**src/rtl/membus_arbiter.sv**
```systemverilog
// Shared video-memory bus arbiter: one grant per clock (fixed priority or round-robin,
// optional CPU override), combinational memory drive and a one-cycle registered acknowledge.
module membus_arbiter #(
    parameter int NUM_MASTERS = 3,
    parameter int ADDR_WIDTH  = 18,
    parameter int DATA_WIDTH  = 32,
    parameter int RR_MODE     = 1,
    parameter int CPU_PRIO    = 1
) (
    input  logic                              clk,
    input  logic                              rst,
    input  logic [NUM_MASTERS-1:0]            m_strobe,
    input  logic [NUM_MASTERS-1:0]            m_write,
    input  logic [NUM_MASTERS*ADDR_WIDTH-1:0] m_addr,
    input  logic [NUM_MASTERS*8-1:0]          m_wrdata,
    output logic [NUM_MASTERS-1:0]            m_grant,
    output logic [NUM_MASTERS-1:0]            m_ack,
    output logic [DATA_WIDTH-1:0]             m_rddata,
    output logic                              mem_strobe,
    output logic                              mem_write,
    output logic [ADDR_WIDTH-1:0]             mem_addr,
    output logic [DATA_WIDTH-1:0]             mem_wrdata,
    output logic [3:0]                        mem_bytesel,
    input  logic [DATA_WIDTH-1:0]             mem_rddata
);
    localparam int IDX_W = $clog2(NUM_MASTERS);
    localparam int RR_LO = (CPU_PRIO != 0) ? 1 : 0;
    localparam int RR_N  = NUM_MASTERS - RR_LO;

    logic [IDX_W-1:0]       rr_ptr_q, rr_ptr_d;
    logic [NUM_MASTERS-1:0] ack_q, ack_d;
    logic                   win_valid;
    logic [IDX_W-1:0]       win_idx;
    int                     dist_c, best_c;

    // Round-robin picks the requester at the smallest cyclic distance from rr_ptr.
    always_comb begin
        win_valid = 1'b0;
        win_idx   = '0;
        dist_c    = 0;
        best_c    = RR_N;
        if (CPU_PRIO != 0 && m_strobe[0]) begin
            win_valid = 1'b1;
        end else if (RR_MODE == 0) begin
            for (int i = NUM_MASTERS - 1; i >= 0; i--) begin
                if (m_strobe[i]) begin
                    win_valid = 1'b1;
                    win_idx   = IDX_W'(i);
                end
            end
        end else begin
            for (int i = RR_LO; i < NUM_MASTERS; i++) begin
                dist_c = i - int'(rr_ptr_q);
                if (dist_c < 0) begin
                    dist_c = dist_c + RR_N;
                end
                if (m_strobe[i] && dist_c < best_c) begin
                    best_c    = dist_c;
                    win_valid = 1'b1;
                    win_idx   = IDX_W'(i);
                end
            end
        end
    end

    always_comb begin
        m_grant    = '0;
        mem_strobe = 1'b0;
        mem_write  = 1'b0;
        mem_addr   = '0;
        mem_wrdata = '0;
        for (int i = 0; i < NUM_MASTERS; i++) begin
            if (win_valid && win_idx == IDX_W'(i)) begin
                m_grant[i] = 1'b1;
                mem_strobe = 1'b1;
                mem_write  = m_write[i];
                mem_addr   = m_addr[i*ADDR_WIDTH +: ADDR_WIDTH];
                mem_wrdata = {(DATA_WIDTH/8){m_wrdata[i*8 +: 8]}};
            end
        end
    end

    assign mem_bytesel = 4'b0001 << mem_addr[1:0];

    // CPU grants under CPU_PRIO leave the rotation untouched.
    always_comb begin
        rr_ptr_d = rr_ptr_q;
        ack_d    = m_grant;
        if (win_valid && (CPU_PRIO == 0 || win_idx != '0)) begin
            if (int'(win_idx) == NUM_MASTERS - 1) begin
                rr_ptr_d = IDX_W'(RR_LO);
            end else begin
                rr_ptr_d = win_idx + 1'b1;
            end
        end
    end

    always_ff @(posedge clk or posedge rst) begin
        if (rst) begin
            rr_ptr_q <= IDX_W'(RR_LO);
            ack_q    <= '0;
        end else begin
            rr_ptr_q <= rr_ptr_d;
            ack_q    <= ack_d;
        end
    end

    assign m_ack    = ack_q;
    assign m_rddata = mem_rddata;

endmodule

```
**config.mk**
```make
export PLATFORM = sky130hd
export DESIGN_NAME = membus_arbiter
export DESIGN_NICKNAME = d
export VERILOG_FILES = /design/src/rtl/membus_arbiter.sv
export SDC_FILE = /design/constraint.sdc
export NUM_CORES = 1
export LEC_CHECK = 0
export ABC_AREA = 1
export CORE_UTILIZATION = 19
export CTS_CLUSTER_SIZE = 20
export DETAILED_ROUTE_END_ITERATION = 16
export GPL_TIMING_DRIVEN = 0
export HOLD_SLACK_MARGIN = 0.03
export PLACE_DENSITY_LB_ADDON = 0.05
export SYNTH_ARGS = -nofsm -noshare
export SYNTH_HDL_FRONTEND = slang
export SYNTH_SLANG_ARGS = --single-unit
```
**constraint.sdc**
```tcl
create_clock -name clk -period 2.1 [get_ports clk]
set_clock_uncertainty 0.2 [all_clocks]
set_input_delay 0.63 -clock clk [delete_from_list [all_inputs] [get_ports clk]]
set_output_delay 0.63 -clock clk [all_outputs]
set_load 0.01 [all_outputs]
```
* Word-level counts from Yosys, hierarchy flattened
Index checks and enable logic that the tools add are counted. W data, S select, Z words.
Storage, ports and cells: register bits 5, bits in latches 0, RAM bits 0, memory bits (read-only) 0, input port bits 118, output and inout bits 94, word-level logic and storage cells 50, memories 0
Operators by class: add/subtract/negate cells 5, multipliers 0, div/mod/pow operators 0, $lt $le $gt $ge 4, equal/unequal tests 3, shifts and indexed selects 1, multiplexer cells 27, bitwise logic cells 0, reductions and logical operators 8
Operators with widths (number):
- $mux W32 | 9
- $mux W18 | 3
- $lt A32 B3 Y1 const B | 1
- $lt A32 B32 Y1 | 1
- $mux W1 | 12
- $add A3 B3 Y4 const B | 2
- $logic_and A1 B1 Y1 | 6
- $lt A3 B1 Y1 const B | 2
- $mux W2 | 3
- $eq A2 B2 Y1 const B | 2
- $shl A1 B2 Y4 const A | 1
- $sub A1 B2 Y3 const A | 1
- $sub A2 B2 Y3 const A | 1
- $add A2 B1 Y2 const B | 1
- $eq A2 B1 Y1 const B | 1
- $logic_not A2 Y1 | 1
- $reduce_bool A2 Y1 | 1

* Longest topological paths before layout
depth after elaboration 18, mapped depth 9

* Least setup slack after synthesis
No wires, ideal clock.
path type input -> output, start input m_strobe[1], end output mem_wrdata[14], arrival 1.545 ns, required time 1.270 ns, path slack -0.275 ns, stages on the path 7, cell sequence nand2_1 > nand3_2 > nor2_4 > buf_6 > nand2_1 > nand3_1 > buf_4
Between the ends: longest elaborated chain between the ends 12, elaborated cells between the ends (all ways) 20, those cells by class 1 x order compare; 2 x eq/ne; 11 x mux; 6 x reduce/logical
RTL lines:
- start, declared | RTL line 12 | input logic [NUM_MASTERS-1:0] m_strobe,
- $logic_and A1 B1 Y1 * | RTL line 57 | if (m_strobe[i] && dist_c < best_c) begin
- $mux W32 | RTL line 57
- $mux W32 | RTL line 42 | if (CPU_PRIO != 0 && m_strobe[0]) begin
- $lt A32 B32 Y1 | RTL line 57
- $logic_and A1 B1 Y1 | RTL line 57
- $mux W2 | RTL line 57
- $mux W2 | RTL line 42
- $logic_not A2 Y1 | RTL line 73 | if (win_valid && win_idx == IDX_W'(i)) begin
- $logic_and A1 B1 Y1 | RTL line 73
- $mux W32 (2 in series) | RTL line 73
- $mux W32 * | RTL line 73
- end, declared | RTL line 22 | output logic [DATA_WIDTH-1:0] mem_wrdata,
Every way passes the cells marked *; elsewhere a longest branch is shown, timed or not. The select of a mux whose other input is x is not followed.

* Worst setup path after layout
start register rr_ptr_q[0], end output mem_bytesel[2]
Between the ends: longest elaborated chain between the ends 18, elaborated cells between the ends (all ways) 32, those cells by class 4 x add/sub; 4 x order compare; 2 x eq/ne; 1 x shift; 15 x mux; 6 x reduce/logical
RTL lines:
- start, declared | RTL line 30 | logic [IDX_W-1:0] rr_ptr_q, rr_ptr_d;
- start signal, assigned | RTL line 100 | rr_ptr_q <= IDX_W'(RR_LO);
- start signal, assigned | RTL line 103 | rr_ptr_q <= rr_ptr_d;
- $sub A1 B2 Y3 | RTL line 53 | dist_c = i - int'(rr_ptr_q);
- $add A3 B3 Y4 / $lt A3 B1 Y1 (equally long branches) | RTL line 55, 54
- $mux W32 | RTL line 54 | if (dist_c < 0) begin
- $mux W32 | RTL line 42
- $lt A32 B3 Y1 | RTL line 57
- $logic_and A1 B1 Y1 | RTL line 57
- $mux W32 | RTL line 57
- $mux W32 | RTL line 42
- $lt A32 B32 Y1 | RTL line 57
- $logic_and A1 B1 Y1 | RTL line 57
- $mux W2 | RTL line 57
- $mux W2 | RTL line 42
- $logic_not A2 Y1 | RTL line 73
- $logic_and A1 B1 Y1 | RTL line 73
- $mux W18 (2 in series) | RTL line 73
- $mux W18 * | RTL line 73
- $shl A1 B2 Y4 * | RTL line 83 | assign mem_bytesel = 4'b0001 << mem_addr[1:0];
- end, declared | RTL line 23 | output logic [3:0] mem_bytesel,
Marks and branches as above.

==> results.py <==
metrics = {
    "clocking": {
        "clk_latency_ns": 0.23,
        "cts_buffers": 3,
        "cts_sinks": 5,
        "h-tree-depth": 1,
        "cts_root_buf": "clkbuf_8",
        "cts_tree": "yes",
        "cts.path.max_buffers": 2,
        "clkSlewWorstSetupHoldPaths_ns": 0.04,
    },
    "routing": {
        "drtAntennaViolNets": 0,
        "wl_um": 6610,
        "dr.pass1.iters": 4,
        "drt_iter0_drc": 25,
        "drt-vias-per-instance": 4.14,
        "via_count": 2057,
        "remaining_drc_errors": 0,
        "wire_per_inst_um": 13.3,
    },
    "worst_setup_path": {
        "critPathSlowestCell": "dfstp_2",
        "crit_type": "reg2out",
        "crit_required_ns": 1.27,
        "path_buf_inv": 4,
        "r2r_slack_ns": 0.12,
        "crit_family": "flip-flops",
        "start_kind": "flip-flop",
        "timing.rr.end": "rr_ptr_q[0]",
        "crit_top_cell": "nand3_4",
        "max_stage_delay_ns": 0.56,
        "worst-path-max-fanout": 4,
        "ff2ff_path_depth": 10,
        "worst_r2r_startpoint": "rr_ptr_q[0]",
        "path_cells": "inv_2 -> nand2_2 -> nand3_4 -> buf_4 -> buf_6 -> nand3_4 -> nand3_4 -> nor2_2 -> buf_2",
        "cp.arrival_ns": 1.72,
        "critical_path.endpoint_type": "primary output",
    },
    "global_route": {
        "first_global_vias": 2199,
        "grt_max_degree": 11,
        "gr-total-overflow": 0,
        "grt_pass1_wl_um": 10100,
        "antenna_found_initial": 0,
        "grt.total_usage_pct": 19.6,
    },
    "floorplanning": {
        "initial_core_util_pct": 20.2,
        "io_pins": 212,
        "fp.dieW_um": 82.3,
        "dieArea_um2": 6770,
        "core_area_um2": 6060,
        "die_height_um": 82.3,
        "rows": 28,
    },
    "synth": {
        "synthTopCellsByArea": "buf_4, nand2_1, nand3_1",
        "yosysTopAreaCell": "buf_4",
        "ys_ff_latch": 5,
        "yosysWarnings": 0,
        "ys_types": 14,
        "ys_seq_area_share_pct": 10.3,
        "synth.avg_cell_area_um2": 5.88,
        "syn_area_um2": 1220,
        "postSynthCellCount": 208,
        "netlist.area_leader.share_pct": 34.4,
        "synthesis.nets": 326,
    },
    "placement": {
        "globalplace.congestion": 0.798,
        "portBuffers": 179,
        "hpwl_um": 5010,
        "placed_area_um2": 3400,
        "dp_slack_ns": -1.39,
    },
    "timing": {
        "max-slew-margin-rel_pct": 87.5,
        "min_period_over_period_pct": 121,
        "fin_ws_ns": -0.446,
        "setup_violations": 58,
        "final-max-slew-violation-count": 0,
        "fin_tns_setup_ns": -23.24,
        "fmax_ghz": 0.393,
        "hold_viol": 0,
        "min_period_ns": 2.55,
        "worst_pin_slew_ns": 0.187,
        "rsz0062_at_grt": "true",
    },
    "min_path": {
        "worstHoldPathType": "in2async",
    },
    "power": {
        "p_leak_nw": 2.09,
        "ir_worst_vdd_mv": 0.279,
        "powerDensity_nw_per_um2": 397,
    },
    "run_status": {
        "violations": "setup timing",
        "outcome": "finished, violations left",
    },
    "layout": {
        "n_antenna_cell": 0,
        "fillers": 497,
        "syn_to_final_growth_pct": 237,
        "finish.net_count": 541,
        "drive_gt1_share_pct": 57.8,
        "final_cell_area_um2": 4120,
        "layout_commonest_cell": "clkdlybuf4s50_1",
        "final_cell_mix": "clkdlybuf4s50_1, buf_6, buf_4, nand2_1, nand2_2",
    },
    "flow_run": {
        "max_cap_violations": 0,
    },
}
==> layer usage <==
| metal | vias up | GRT usage [%] | routed length, µm |
|---|---|---|---|
| met1 | 914 | 18.6 | 2040 |
| met2 | 117 | 38.6 | 3640 |
| met5 | - | 0 | 0 |
| li1 | 1016 | - | - |
| met4 | 0 | 5.61 | 123 |
| met3 | 10 | 7.36 | 816 |
==> registers in the layout, indices dropped and copies added (netlist names) <==
| register | flops |
|---|---|
| m_ack | 3 |
| rr_ptr_q | 2 |
==> report_power, final <==
group / switching (W) / internal, W
logic: 0.000501 / 0.000825
registers: 0.0000136 / 0.000115
clock network: 0.0000528 / 0.000131
total: 0.000568 / 0.00107
==> worst max path at each step <==
stage,to,depth (start not counted),startpoint,slack [ns]
3_3_place_gp,mem_addr[7],6,m_strobe[0],-1.42
6_report,mem_bytesel[2],9,rr_ptr_q[0],-0.45
4_1_cts,mem_addr[8],10,rr_ptr_q[0],-0.45
5_1_grt,mem_bytesel[2],10,rr_ptr_q[0],-0.52
3_5_place_dp,mem_addr[8],6,m_strobe[0],-1.39
2_1_floorplan,mem_wrdata[11],7,m_strobe[1],-0.14
==> stage by stage <==
stage / hold slack [ns] / cells / total power [W] / util (%)
after floorplan: 0.208 / 208 / 0.000596 / -
after global placement: 0.324 / 462 / 0.00112 / 56.2
after detailed placement: 0.332 / 462 / 0.00113 / 56.2
after CTS: 0.345 / 499 / 0.00165 / 67.8
after global routing: 0.421 / 497 / 0.00175 / 68.0
final: 0.398 / 497 / 0.00164 / 68.0
==> Yosys cell counts <==
library cell   n
o21ai_0        2
nand2_1       84
nand3_2        7
buf_4         56
inv_2          1
inv_1         10
nand3_1       26
buf_2          1
buf_6          5
nor2_4         1
dfrtp_1        4
clkbuf_1       2
dfstp_2        1
nor2_1         8
==> cell type report <==
type | count | area, µm² | share of cell area, %
repair buffers | 211 | 2180 | 52.8
multi-input cells | 128 | 1040 | 25.3
plain buffers | 63 | 596 | 14.4
flip-flops and latches | 5 | 126 | 3.07
well taps | 75 | 93.8 | 2.28
clock buffers | 4 | 45.0 | 1.09
inverters | 11 | 43.8 | 1.06
==> logic make-up (layout without fill, tap and decap cells) <==
kind of cell	Yosys count	count (layout)	share of synthesized area, %
DFF	5	5	10.3
buffers and inverters	75	289	43.4
AOI/OAI and AO/OA	2	2	0.818
and+or+nand+nor	126	126	45.5
==> timing repair <==
action / in CTS / in global routing
pin swaps: 21 / 7
hold buffers: 0 / 0
setup buffers: 31 / 4
hold endpoints to repair: 0 / 0
gates cloned: 3 / 0
gates resized for setup: 382 / 19
setup endpoints to repair: 59 / 59
(Power assumes the default switching activity.)
